## src/rtl/wb_stage_pipe.sv

```systemverilog
// Writeback stage: captures the MEM/WB payload, formats load data, and drives the register-file write port. Optional retire counter under WB_RETIRE_CNT_EN.
// Latency: one cycle from sampled inputs to registered outputs.
// Backpressure: o_in_ready = !i_stall; while stalled, every output register holds and flush is ignored.
module wb_stage_pipe #(
    parameter int WORD_SIZE = 32,
    parameter int NUM_REGS  = 32,
    parameter int REG_SEL   = $clog2(NUM_REGS),
    parameter int CNT_WIDTH = 64
) (
    input  logic                 i_clk,
    input  logic                 i_rst_n,
    input  logic                 i_in_valid,
    output logic                 o_in_ready,
    input  logic                 i_stall,
    input  logic                 i_flush,
    input  logic [1:0]           i_wb_sel,
    input  logic [WORD_SIZE-1:0] i_alu_data,
    input  logic [WORD_SIZE-1:0] i_memory_data,
    input  logic [WORD_SIZE-1:0] i_pc_plus4,
    input  logic [WORD_SIZE-1:0] i_aux_data,
    input  logic [2:0]           i_load_funct3,
    input  logic [1:0]           i_byte_off,
    input  logic [REG_SEL-1:0]   i_rd,
    input  logic                 i_reg_write,
    output logic                 o_wb_valid,
    output logic [WORD_SIZE-1:0] o_write_data,
    output logic [REG_SEL-1:0]   o_rd_out,
    output logic                 o_reg_write_out,
    output logic                 o_load_misaligned,
    output logic [CNT_WIDTH-1:0] o_retire_count
);

    localparam logic [2:0] F3_LB  = 3'b000;
    localparam logic [2:0] F3_LH  = 3'b001;
    localparam logic [2:0] F3_LW  = 3'b010;
    localparam logic [2:0] F3_LBU = 3'b100;
    localparam logic [2:0] F3_LHU = 3'b101;

    localparam logic [1:0] SEL_ALU = 2'd0;
    localparam logic [1:0] SEL_MEM = 2'd1;
    localparam logic [1:0] SEL_PC4 = 2'd2;

    logic [7:0]           w_byte;
    logic [15:0]          w_half;
    logic [WORD_SIZE-1:0] w_load_val;
    logic [WORD_SIZE-1:0] w_sel_val;
    logic                 w_misaligned;
    logic                 w_capture;

    logic                 r_wb_valid;
    logic [WORD_SIZE-1:0] r_write_data;
    logic [REG_SEL-1:0]   r_rd;
    logic                 r_reg_write;
    logic                 r_misaligned;

    assign o_in_ready = !i_stall;
    assign w_capture  = i_in_valid && !i_flush;

    // Pick the addressed byte / halfword lane out of the aligned memory word
    always_comb begin
        w_byte = i_memory_data[{i_byte_off, 3'b000} +: 8];
        w_half = i_memory_data[{i_byte_off[1], 4'b0000} +: 16];
    end

    // Extend the selected lane according to the load type; reserved encodings give zero
    always_comb begin
        w_load_val = '0;
        case (i_load_funct3)
            F3_LB:   w_load_val = {{(WORD_SIZE-8){w_byte[7]}}, w_byte};
            F3_LH:   w_load_val = {{(WORD_SIZE-16){w_half[15]}}, w_half};
            F3_LW:   w_load_val = WORD_SIZE'(i_memory_data[31:0]);
            F3_LBU:  w_load_val = WORD_SIZE'(w_byte);
            F3_LHU:  w_load_val = WORD_SIZE'(w_half);
            default: w_load_val = '0;
        endcase
    end

    // Misalignment only matters when the result actually comes from memory
    always_comb begin
        w_misaligned = 1'b0;
        if (i_wb_sel == SEL_MEM) begin
            case (i_load_funct3)
                F3_LH, F3_LHU: w_misaligned = i_byte_off[0];
                F3_LW:         w_misaligned = (i_byte_off != 2'b00);
                default:       w_misaligned = 1'b0;
            endcase
        end
    end

    // Result source mux
    always_comb begin
        case (i_wb_sel)
            SEL_ALU: w_sel_val = i_alu_data;
            SEL_MEM: w_sel_val = w_load_val;
            SEL_PC4: w_sel_val = i_pc_plus4;
            default: w_sel_val = i_aux_data;
        endcase
    end

    // Stage registers: stall holds everything, otherwise capture or insert a bubble
    always_ff @(posedge i_clk or negedge i_rst_n) begin
        if (!i_rst_n) begin
            r_wb_valid   <= 1'b0;
            r_write_data <= '0;
            r_rd         <= '0;
            r_reg_write  <= 1'b0;
            r_misaligned <= 1'b0;
        end else if (!i_stall) begin
            if (w_capture) begin
                r_wb_valid   <= 1'b1;
                r_write_data <= w_sel_val;
                r_rd         <= i_rd;
                r_reg_write  <= i_reg_write && (i_rd != '0) && !w_misaligned;
                r_misaligned <= w_misaligned;
            end else begin
                // Bubble or flush: data and rd keep their old contents
                r_wb_valid   <= 1'b0;
                r_reg_write  <= 1'b0;
                r_misaligned <= 1'b0;
            end
        end
    end

    assign o_wb_valid        = r_wb_valid;
    assign o_write_data      = r_write_data;
    assign o_rd_out          = r_rd;
    assign o_reg_write_out   = r_reg_write;
    assign o_load_misaligned = r_misaligned;

`ifdef WB_RETIRE_CNT_EN
    logic [CNT_WIDTH-1:0] r_retire_cnt;

    // Count each instruction as it leaves the stage (valid and not held by stall); wraps naturally
    always_ff @(posedge i_clk or negedge i_rst_n) begin
        if (!i_rst_n) begin
            r_retire_cnt <= '0;
        end else if (!i_stall && r_wb_valid) begin
            r_retire_cnt <= r_retire_cnt + CNT_WIDTH'(1);
        end
    end

    assign o_retire_count = r_retire_cnt;
`else
    assign o_retire_count = '0;
`endif

endmodule
```

## config.mk

```make
export PLATFORM = sky130hd
export DESIGN_NAME = wb_stage_pipe
export DESIGN_NICKNAME = d
export VERILOG_FILES = /design/src/rtl/wb_stage_pipe.sv
export SDC_FILE = /design/constraint.sdc
export NUM_CORES = 1
export LEC_CHECK = 0
export BUFFER_PORTS_ARGS = -buffer_cell sky130_fd_sc_hd__buf_2
export CAP_MARGIN = 30
export CORE_MARGIN = 2
export CORE_UTILIZATION = 30
export DETAILED_ROUTE_END_ITERATION = 7
export PLACE_DENSITY_LB_ADDON = 0.12
export SYNTH_ARGS = -nofsm -noshare
export SYNTH_HDL_FRONTEND = slang
export SYNTH_SLANG_ARGS = --single-unit
```

## constraint.sdc

```tcl
create_clock -name i_clk -period 0.9 [get_ports i_clk]
set_input_delay 0.09 -clock i_clk [delete_from_list [all_inputs] [get_ports i_clk]]
set_output_delay 0.09 -clock i_clk [all_outputs]
set_load 0.01 [all_outputs]
```

# Yosys cells after proc, flatten, opt, wreduce, memory -nomap -nowiden
# Cells that the tools add are included.
[word_totals] latch_bits=0 in_bits=146 romBits=0 memories=0 ram_bits=0 out_inout_bits=105 regBits=40 elab_cells=33
[classes] muxes=7 n_shift=2 n_addsub=0 n_eq_ne=6 bitwise=1 mul=0 order_cmp=0 n_reduce_logical=12 div_mod_pow=0
[op_table] cell="$pmux 32 s5" n=1
[op_table] cell="$pmux 32 s3" n=1
[op_table] cell="$shiftx 32x6->16" n=1
[op_table] cell="$shiftx 32x6->8" n=1
[op_table] cell="$eq 3x3->1 const B" n=2
[op_table] cell="$reduce_bool 5->1" n=1
[op_table] cell="$mux 1" n=4
[op_table] cell="$eq 3x1->1 const B" n=1
[op_table] cell="$eq 3x2->1 const B" n=1
[op_table] cell="$logic_and 1x1->1" n=3
[op_table] cell="$logic_not 1->1" n=3
[op_table] cell="$logic_not 3->1" n=1
[op_table] cell="$eq 2x1->1 const B" n=1
[op_table] cell="$eq 2x2->1 const B" n=1
[op_table] cell="$logic_not 2->1" n=1
[op_table] cell="$pmux 1 s2" n=1
[op_table] cell="$reduce_and 2->1" n=1
[op_table] cell="$reduce_bool 2->1" n=1
[op_table] cell="$reduce_or 2->1" n=1
[op_table] cell="$not 1->1" n=1

# Logic depth before layout (Yosys ltp)
# Gate-level depths: netlist of run 1.
[depth] ltp_word=7 mapped_depth=7 ltp_nobuf=4

# Worst setup path before layout of run 1
# OpenSTA, ideal clock, no wires.
[synth_path] path_type="input port to flip-flop" start="input i_byte_off[1]" end="register r_write_data[22], in the netlist o_write_data[22]" n_path_buf=2 stages=6 required_ns=0.752 arrival_time_ns=1.390 setup_time_ns=0.148 path_slack_ns=-0.638 path_cell_list="buf_6 mux4_2 nor3b_4 o21ai_4 buf_12 o2111ai_2"
[synth_via] elab_chain_len=3 word_cells_on_any_way=4 classes_between="2 x shift; 2 x mux"
[synth_rtl] item="start: declaration" line="22" rtl="input logic [1:0] i_byte_off,"
[synth_rtl] item="$shiftx 32x6->16 or $shiftx 32x6->8 (tied branches)" line="62, 61"
[synth_rtl] item="$pmux 32 s5 (*)" line="68" rtl="case (i_load_funct3)"
[synth_rtl] item="$pmux 32 s3 (*)" line="92" rtl="case (i_wb_sel)"
[synth_rtl] item="end signal: assignment" line="111" rtl="r_write_data <= w_sel_val;"
[synth_rtl] item="end: declaration" line="51" rtl="logic [WORD_SIZE-1:0] r_write_data;"
# Every way passes the cells marked *; elsewhere a longest branch is shown, timed or not.
# A chain may end at the register's enable or synchronous reset.

# Final worst setup path of run 1
[layout_path] start="input i_byte_off[1]" end="register r_write_data[11], in the netlist o_write_data[11]"
# The elaborated chain is that of the path after synthesis.

==> qor.csv, run 1 <==
stage,metric,value,unit
place,Final GP Congestion,0.814,
critical_path,startpoint class of the critical path,input port,
logic_synthesis,Post-Syn Instances,413,
routing,via count,3903,
timing,"Slew Viols, Final",0,
cts,Sink Count,40,
timing,final hold violations,0,
final_layout,design area,5770,µm²
run,# Max-Cap Violations,0,
cts,CTS tree,done,
pwr,Peak VDD IR,0.721,mV
routing,router iterations before antenna repair,4,
place,Placed Instance Area,4840,µm²
timing,Max Clock Skew,0,ns
status,failing checks,setup timing,
hold_path,Worst Hold Class,input port to flop,
cts,Clock Tree Buf Depth,2,
global_routing,total grt overflow,0,
logic_synthesis,#FFs+latches synth,40,
final_layout,area grow syn2layout,65.2,%
timing,# setup viols final,47,
cts,CTS H-tree depth,2,
critical_path,worst endpoint required time,1.05,ns
critical_path,Worst path slowest cell,mux4_2,
timing,setup TNS,-6.23,ns
floorplanning,Starting Density,0.307,
global_routing,initial antenna violation count,1,
floorplanning,die height,112,µm
critical_path,CP Capture Type,flop,
critical_path,largest delay contributor family on the critical path,multiplexers,
logic_synthesis,"Async S/R FF share, synth",1.00,
global_routing,pin count of the biggest net entering global routing,41,
logic_synthesis,Post-synth EDFFs,0,
global_routing,vias in the first global route,3697,
final_layout,"most common cell after layout, fill and taps aside",buf_2,
final_layout,Layout fillers,1098,
place,I/O Buffers,186,
logic_synthesis,"area leader, netlist",dfrtp_1,
critical_path,r2r setup slk,0.06,ns
floorplanning,Horiz. Die Dim,112,µm
timing,unrepaired setup endpoints after global routing,true,
final_layout,Util after Layout,0.507,
logic_synthesis,top cell type's share of synthesized area,0.287,
critical_path,"slowest stage delay, CP",0.51,ns
routing,Post-Route WL,13400,µm
logic_synthesis,Synth cell types,46,
pwr,power density cells,1230,nW/µm²
routing,vias per std cell,4.78,
pwr,PnR Total Power,7.09,mW
global_routing,aggregate global-route resource usage,0.197,
critical_path,kind of critical path,input port to flop,
cts,clk slew on worst S/H paths,0.06,ns
timing,Final Cycle Share,1.30,
critical_path,Buffers & Inverters on Critical Path,2,
logic_synthesis,"Seq/Total Area, Yosys",0.287,
place,post-DP HPWL,10000,µm
logic_synthesis,prevailing post-synth register cell,dfrtp_1,
floorplanning,Rows,39,
status,run status,finished with violations,
timing,min cycle time layout,1.17,ns
logic_synthesis,Synth area leaders,"dfrtp_1 (29%), buf_4 (14%), mux2i_1 (12%), nand2_1 (7.0%), o2111ai_2 (4.3%)",
pwr,Leak,2.94,nW
logic_synthesis,Post-Synthesis Cell Area,3490,µm²
place,pre-CTS WS,-0.629,ns
critical_path,Worst EP arrival,1.32,ns
final_layout,fraction of layout cells with a size suffix above 1,0.526,
final_layout,Storage cell area,1000,µm²
floorplanning,Core ar.,11400,µm²
cts,Root Buffer,clkbuf_16,
final_layout,multi-input logic area,2390,µm²
floorplanning,Die ar.,12500,µm²
routing,number of antenna-violating nets in the routed design,0,
critical_path,"critical path, cell by cell","buf_8, mux4_2, nor4b_4, buf_12, a211oi_4, o221ai_1",
logic_synthesis,Synth Warn #,0,
floorplanning,num ports,251,
timing,f_max,0.855,GHz
cts,Clock Latency Late Sink,0.28,ns
final_layout,most frequent cells in the layout,"buf_2 (165), buf_4 (79), nand2_1 (64), conb_1 (64), dfrtp_1 (40)",
routing,DRC viols,0,
critical_path,Worst Path Max Fanout,8,
global_routing,first-pass GRT wire length,19500,µm
cts,Inserted Clock Buffers,5,
routing,drt first-iter violations,107,
logic_synthesis,Post-Syn Area per Cell,8.46,µm²
final_layout,Final nets,818,
timing,Setup WS post-layout,-0.270,ns
routing,Routed WL per cell,16.5,µm
==> layout make-up <==
class | count | share of cell area
inverter | 5 | 0.00390
tap | 143 | 0.0310
clock buffer | 6 | 0.0241
antenna | 1 | 0.000434
sequential | 40 | 0.173
multi-input combinational | 337 | 0.415
timing repair buffer | 283 | 0.349
clock inverter | 2 | 0.00260
==> layer usage <==
layer	GRT usage	routed length (µm)
met1	0.258	5640
met2	0.335	6660
met3	0.0327	846
met4	0.0535	297
met5	0	0
==> cell usage after synthesis, types with 3 or more instances <==
master / count
a211oi_1: 10
o31ai_1: 3
a21oi_1: 26
o221ai_1: 14
o2111ai_2: 10
nand2_1: 65
o2111ai_1: 6
buf_4: 65
clkbuf_1: 17
inv_1: 5
dfrtp_1: 40
mux2i_1: 41
buf_2: 7
nor2_1: 39
a221oi_1: 5
mux2_2: 4
nor3_1: 3
nor2b_1: 4
a22o_1: 5
o22ai_1: 4
o21ai_0: 8
==> through the flow <==
stage | hold WS (ns) | cells
after CTS | 0.0167 | 798
after detailed placement | 0.0875 | 775
after floorplan | -0.206 | 476
final | 0.0173 | 817
after global placement | 0.0864 | 775
after global routing | 0.0312 | 816
==> repair_timing <==
action,4_1_cts,5_1_grt
hold buffers,1,0
setup buffers,12,17
pin swaps,10,9
gates resized for setup,53,37
endpoints found under the setup margin,55,75
endpoints found under the hold margin,40,0
cloned,2,2
==> worst min-delay path: stages <==
cell,delay (ns)
buf_2,0.08
nand2_1,0.04
nand2_1,0.06
==> path summary, 6_finish.rpt <==
path / start / cells past startpoint / endpoint
max in group asynchronous: i_rst_n / 3 / o_write_data[6]
min: i_rd[4] / 3 / o_rd_out[4]
max reg2reg: o_write_data[18] / 3 / o_write_data[18]
min in group asynchronous: i_rst_n / 3 / o_write_data[28]
min reg2reg: o_write_data[12] / 2 / o_write_data[12]
max: i_byte_off[1] / 6 / o_write_data[11]
==> registers in the layout (all words and copies together) (netlist names) <==
signal             count
o_load_misaligned      1
o_rd_out               5
o_reg_write_out        1
o_wb_valid             1
o_write_data          32
==> power by group <==
group	leakage [nW]	total [mW]	switching (mW)	internal (mW)
logic	2.36	2.93	1.39	1.54
registers	0.509	2.29	0.192	2.10
clock network	0.0691	1.87	0.766	1.10
==> cells by family after synthesis <==
kind of cell | synth area share
and+or+nand+nor | 0.162
other | 0.00107
muxes | 0.137
AOI/OAI and AO/OA | 0.226
DFF | 0.287
buffers and inverters | 0.188
No activity file was read; power rests on OpenSTA's default activity.
==> run 2, diff against run 1 <==
Settings changed: ABC_AREA set to 1.
==> qor.csv, run 2 <==
stage,metric,value,unit,change
timing,"Slew Viols, Final",0,,unchanged
critical_path,"critical path, cell by cell",buf_6,,"was buf_8, mux4_2, nor4b_4, buf_12, a211oi_4, o221ai_1"
cts,clk slew on worst S/H paths,0.06,ns,about the same
pwr,Peak VDD IR,0.765,mV,was 0.721 mV
critical_path,Buffers & Inverters on Critical Path,1,,was 2
final_layout,"most common cell after layout, fill and taps aside",nand2_1,,was buf_2
global_routing,initial antenna violation count,1,,unchanged
place,Final GP Congestion,0.881,,was 0.814
routing,vias per std cell,4.36,,was 4.78
routing,drt first-iter violations,239,,was 107
critical_path,largest delay contributor family on the critical path,flip-flops,,was multiplexers
place,Post-Place Cells,1069,,was 775
logic_synthesis,"Seq/Total Area, Yosys",0.254,,was 0.287
final_layout,Storage cell area,1000,µm²,unchanged
cts,Clock Tree Buf Depth,2,,unchanged
critical_path,kind of critical path,flop to primary output,,was input port to flop
routing,number of antenna-violating nets in the routed design,0,,unchanged
logic_synthesis,Post-Syn Instances,701,,was 413
global_routing,total grt overflow,0,,unchanged
place,I/O Buffers,186,,unchanged
floorplanning,Rows,41,,was 39
final_layout,fraction of layout cells with a size suffix above 1,0.386,,was 0.526
cts,Sink Count,40,,unchanged
global_routing,first-pass GRT wire length,23000,µm,was 19500 µm
final_layout,design area,6020,µm²,was 5770 µm²
floorplanning,Horiz. Die Dim,119,µm,was 112 µm
logic_synthesis,top-count cell post-synth,nand2_1,,
final_layout,number of flip-flops in the largest register,32,,unchanged
critical_path,startpoint class of the critical path,flop,,was input port
critical_path,Worst path slowest cell,dfrtp_1,,was mux4_2
critical_path,Worst Path Max Fanout,2,,was 8
floorplanning,Die ar.,14000,µm²,was 12500 µm²
cts,Root Buffer,clkbuf_16,,unchanged
critical_path,CP Capture Type,primary output,,was flop
routing,router iterations before antenna repair,5,,was 4
cts,Inserted Clock Buffers,5,,unchanged
logic_synthesis,#FFs+latches synth,40,,unchanged
routing,Post-Route WL,15300,µm,was 13400 µm
cts,CTS H-tree depth,2,,unchanged
logic_synthesis,Post-Syn Area per Cell,5.61,µm²,was 8.46 µm²
pwr,power density cells,1150,nW/µm²,was 1230 nW/µm²
status,failing checks,setup timing,,unchanged
timing,f_max,1.07,GHz,was 0.855 GHz
timing,Max Clock Skew,0,ns,unchanged
floorplanning,Core ar.,12700,µm²,was 11400 µm²
logic_synthesis,top cell type's share of synthesized area,0.272,,was 0.287
status,run status,finished with violations,,unchanged
final_layout,Layout fillers,1441,,was 1098
logic_synthesis,Synth Warn #,0,,unchanged
routing,Routed WL per cell,13.8,µm,was 16.5 µm
timing,final hold violations,0,,unchanged
critical_path,Worst EP arrival,0.85,ns,was 1.32 ns
logic_synthesis,Synth cell types,22,,was 46
logic_synthesis,prevailing post-synth register cell,dfrtp_1,,unchanged
floorplanning,num ports,251,,unchanged
place,post-DP HPWL,11800,µm,was 10000 µm
timing,Setup WS post-layout,-0.0390,ns,was -0.270 ns
critical_path,"slowest stage delay, CP",0.42,ns,was 0.51 ns
floorplanning,Starting Density,0.309,,was 0.307
pwr,Leak,3.59,nW,was 2.94 nW
critical_path,worst endpoint required time,0.81,ns,was 1.05 ns
routing,DRC viols,0,,unchanged
routing,via count,4806,,was 3903
cts,CTS tree,done,,unchanged
logic_synthesis,"Async S/R FF share, synth",1.00,,unchanged
logic_synthesis,Post-synth EDFFs,0,,unchanged
logic_synthesis,Post-synth top cells,"nand2_1 (285), nor2_1 (158), buf_4 (67)",,"was buf_4 (65), nand2_1 (65), mux2i_1 (41)"
final_layout,most frequent cells in the layout,"nand2_1 (248), buf_2 (166), nor2_1 (137)",,"was buf_2 (165), buf_4 (79), nand2_1 (64), conb_1 (64), dfrtp_1 (40)"
place,Placed Instance Area,5050,µm²,was 4840 µm²
timing,# setup viols final,12,,was 47
logic_synthesis,"area leader, netlist",nand2_1,,was dfrtp_1
timing,Final Cycle Share,1.04,,was 1.30
final_layout,multi-input logic area,2780,µm²,was 2390 µm²
logic_synthesis,Post-Synthesis Cell Area,3930,µm²,was 3490 µm²
run,# Max-Cap Violations,0,,unchanged
cts,Clock Latency Late Sink,0.28,ns,about the same
floorplanning,die height,119,µm,was 112 µm
global_routing,vias in the first global route,4490,,was 3697
final_layout,Final nets,1076,,was 818
final_layout,area grow syn2layout,53.0,%,was 65.2%
logic_synthesis,Synth area leaders,"nand2_1 (27%), dfrtp_1 (25%), nor2_1 (15%), buf_4 (13%), inv_1 (4.0%)",,"was dfrtp_1 (29%), buf_4 (14%), mux2i_1 (12%), nand2_1 (7.0%), o2111ai_2 (4.3%)"
global_routing,pin count of the biggest net entering global routing,41,,unchanged
hold_path,Worst Hold Class,input port to flop,,unchanged
timing,unrepaired setup endpoints after global routing,true,,unchanged
global_routing,aggregate global-route resource usage,0.206,,was 0.197
timing,min cycle time layout,0.939,ns,was 1.17 ns
final_layout,Finished Layout Cells,1103,,was 817
-- run 2: final cells by class --
class	count	share of cell area
diodes	1	0.000416
inverters	49	0.0339
repair inverters	2	0.00208
flip-flops and latches	40	0.166
clock buffers	5	0.0208
multi-input cells	582	0.461
repair buffers	250	0.277
well taps	172	0.0358
clock inverters	2	0.00208
-- run 2: cell families after synthesis --
| family | after synthesis | synth area share |
|---|---|---|
| compound gates | 43 | 0.0582 |
| buf+inv | 145 | 0.218 |
| flops | 40 | 0.254 |
| other cells | 1 | 0.000953 |
| simple gates | 472 | 0.468 |
-- run 2: what timing repair did --
item / 4_1_cts / 5_1_grt
hold buffers: 1 / 0
endpoints found under the hold margin: 40 / 0
gates cloned: 2 / 5
buffers inserted: 5 / 13
pin swaps: 7 / 35
resized for setup: 23 / 132
endpoints found under the setup margin: 49 / 72
-- run 2: power by group --
group	internal (mW)	total, mW	switching [mW]
registers	2.10	2.28	0.184
logic	1.34	2.92	1.59
clock network	1.01	1.74	0.737
-- run 2: worst reg2reg max path, stage by stage (launching register included) --
cell and delay (ns):
dfrtp_1 0.38, buf_4 0.13, buf_4 0.12, nand2_1 0.05, nand2_1 0.04
-- run 2: routing by layer --
layer,vias to the layer above,share of wire,GRT usage
met2,207,0.50,0.378
li1,2456,-,-
met5,-,0,0
met1,2124,0.42,0.249
met3,19,0.067,0.0381
met4,0,0.015,0.0439
-- run 2: final timing paths --
check,from,endpoint,slack [ns],cells past startpoint
worst max-delay path,o_write_data[25],o_write_data[25],-0.04,1
worst min-delay path,i_rd[2],o_rd_out[2],0.02,3
worst max register to register,o_rd_out[2],o_rd_out[2],0.07,4
worst min register to register,o_write_data[7],o_write_data[7],0.47,2
max in group asynchronous,i_rst_n,o_write_data[10],0.38,3
min in group asynchronous,i_rst_n,o_rd_out[3],0.31,3
-- run 2: per-stage QoR --
step	setup WS, ns	hold WS [ns]	util	setup TNS, ns	power, mW
floorplan	-0.0707	-0.206	-	-1.38	3.69
global placement	-0.410	0.0899	0.397	-11.53	4.61
detailed placement	-0.439	0.0837	0.397	-12.15	4.60
CTS	-0.0630	0.0119	0.421	-0.147	6.56
global route	-0.0826	0.0357	0.473	-1.81	7.44
finish	-0.0390	0.0201	0.473	-0.135	6.95
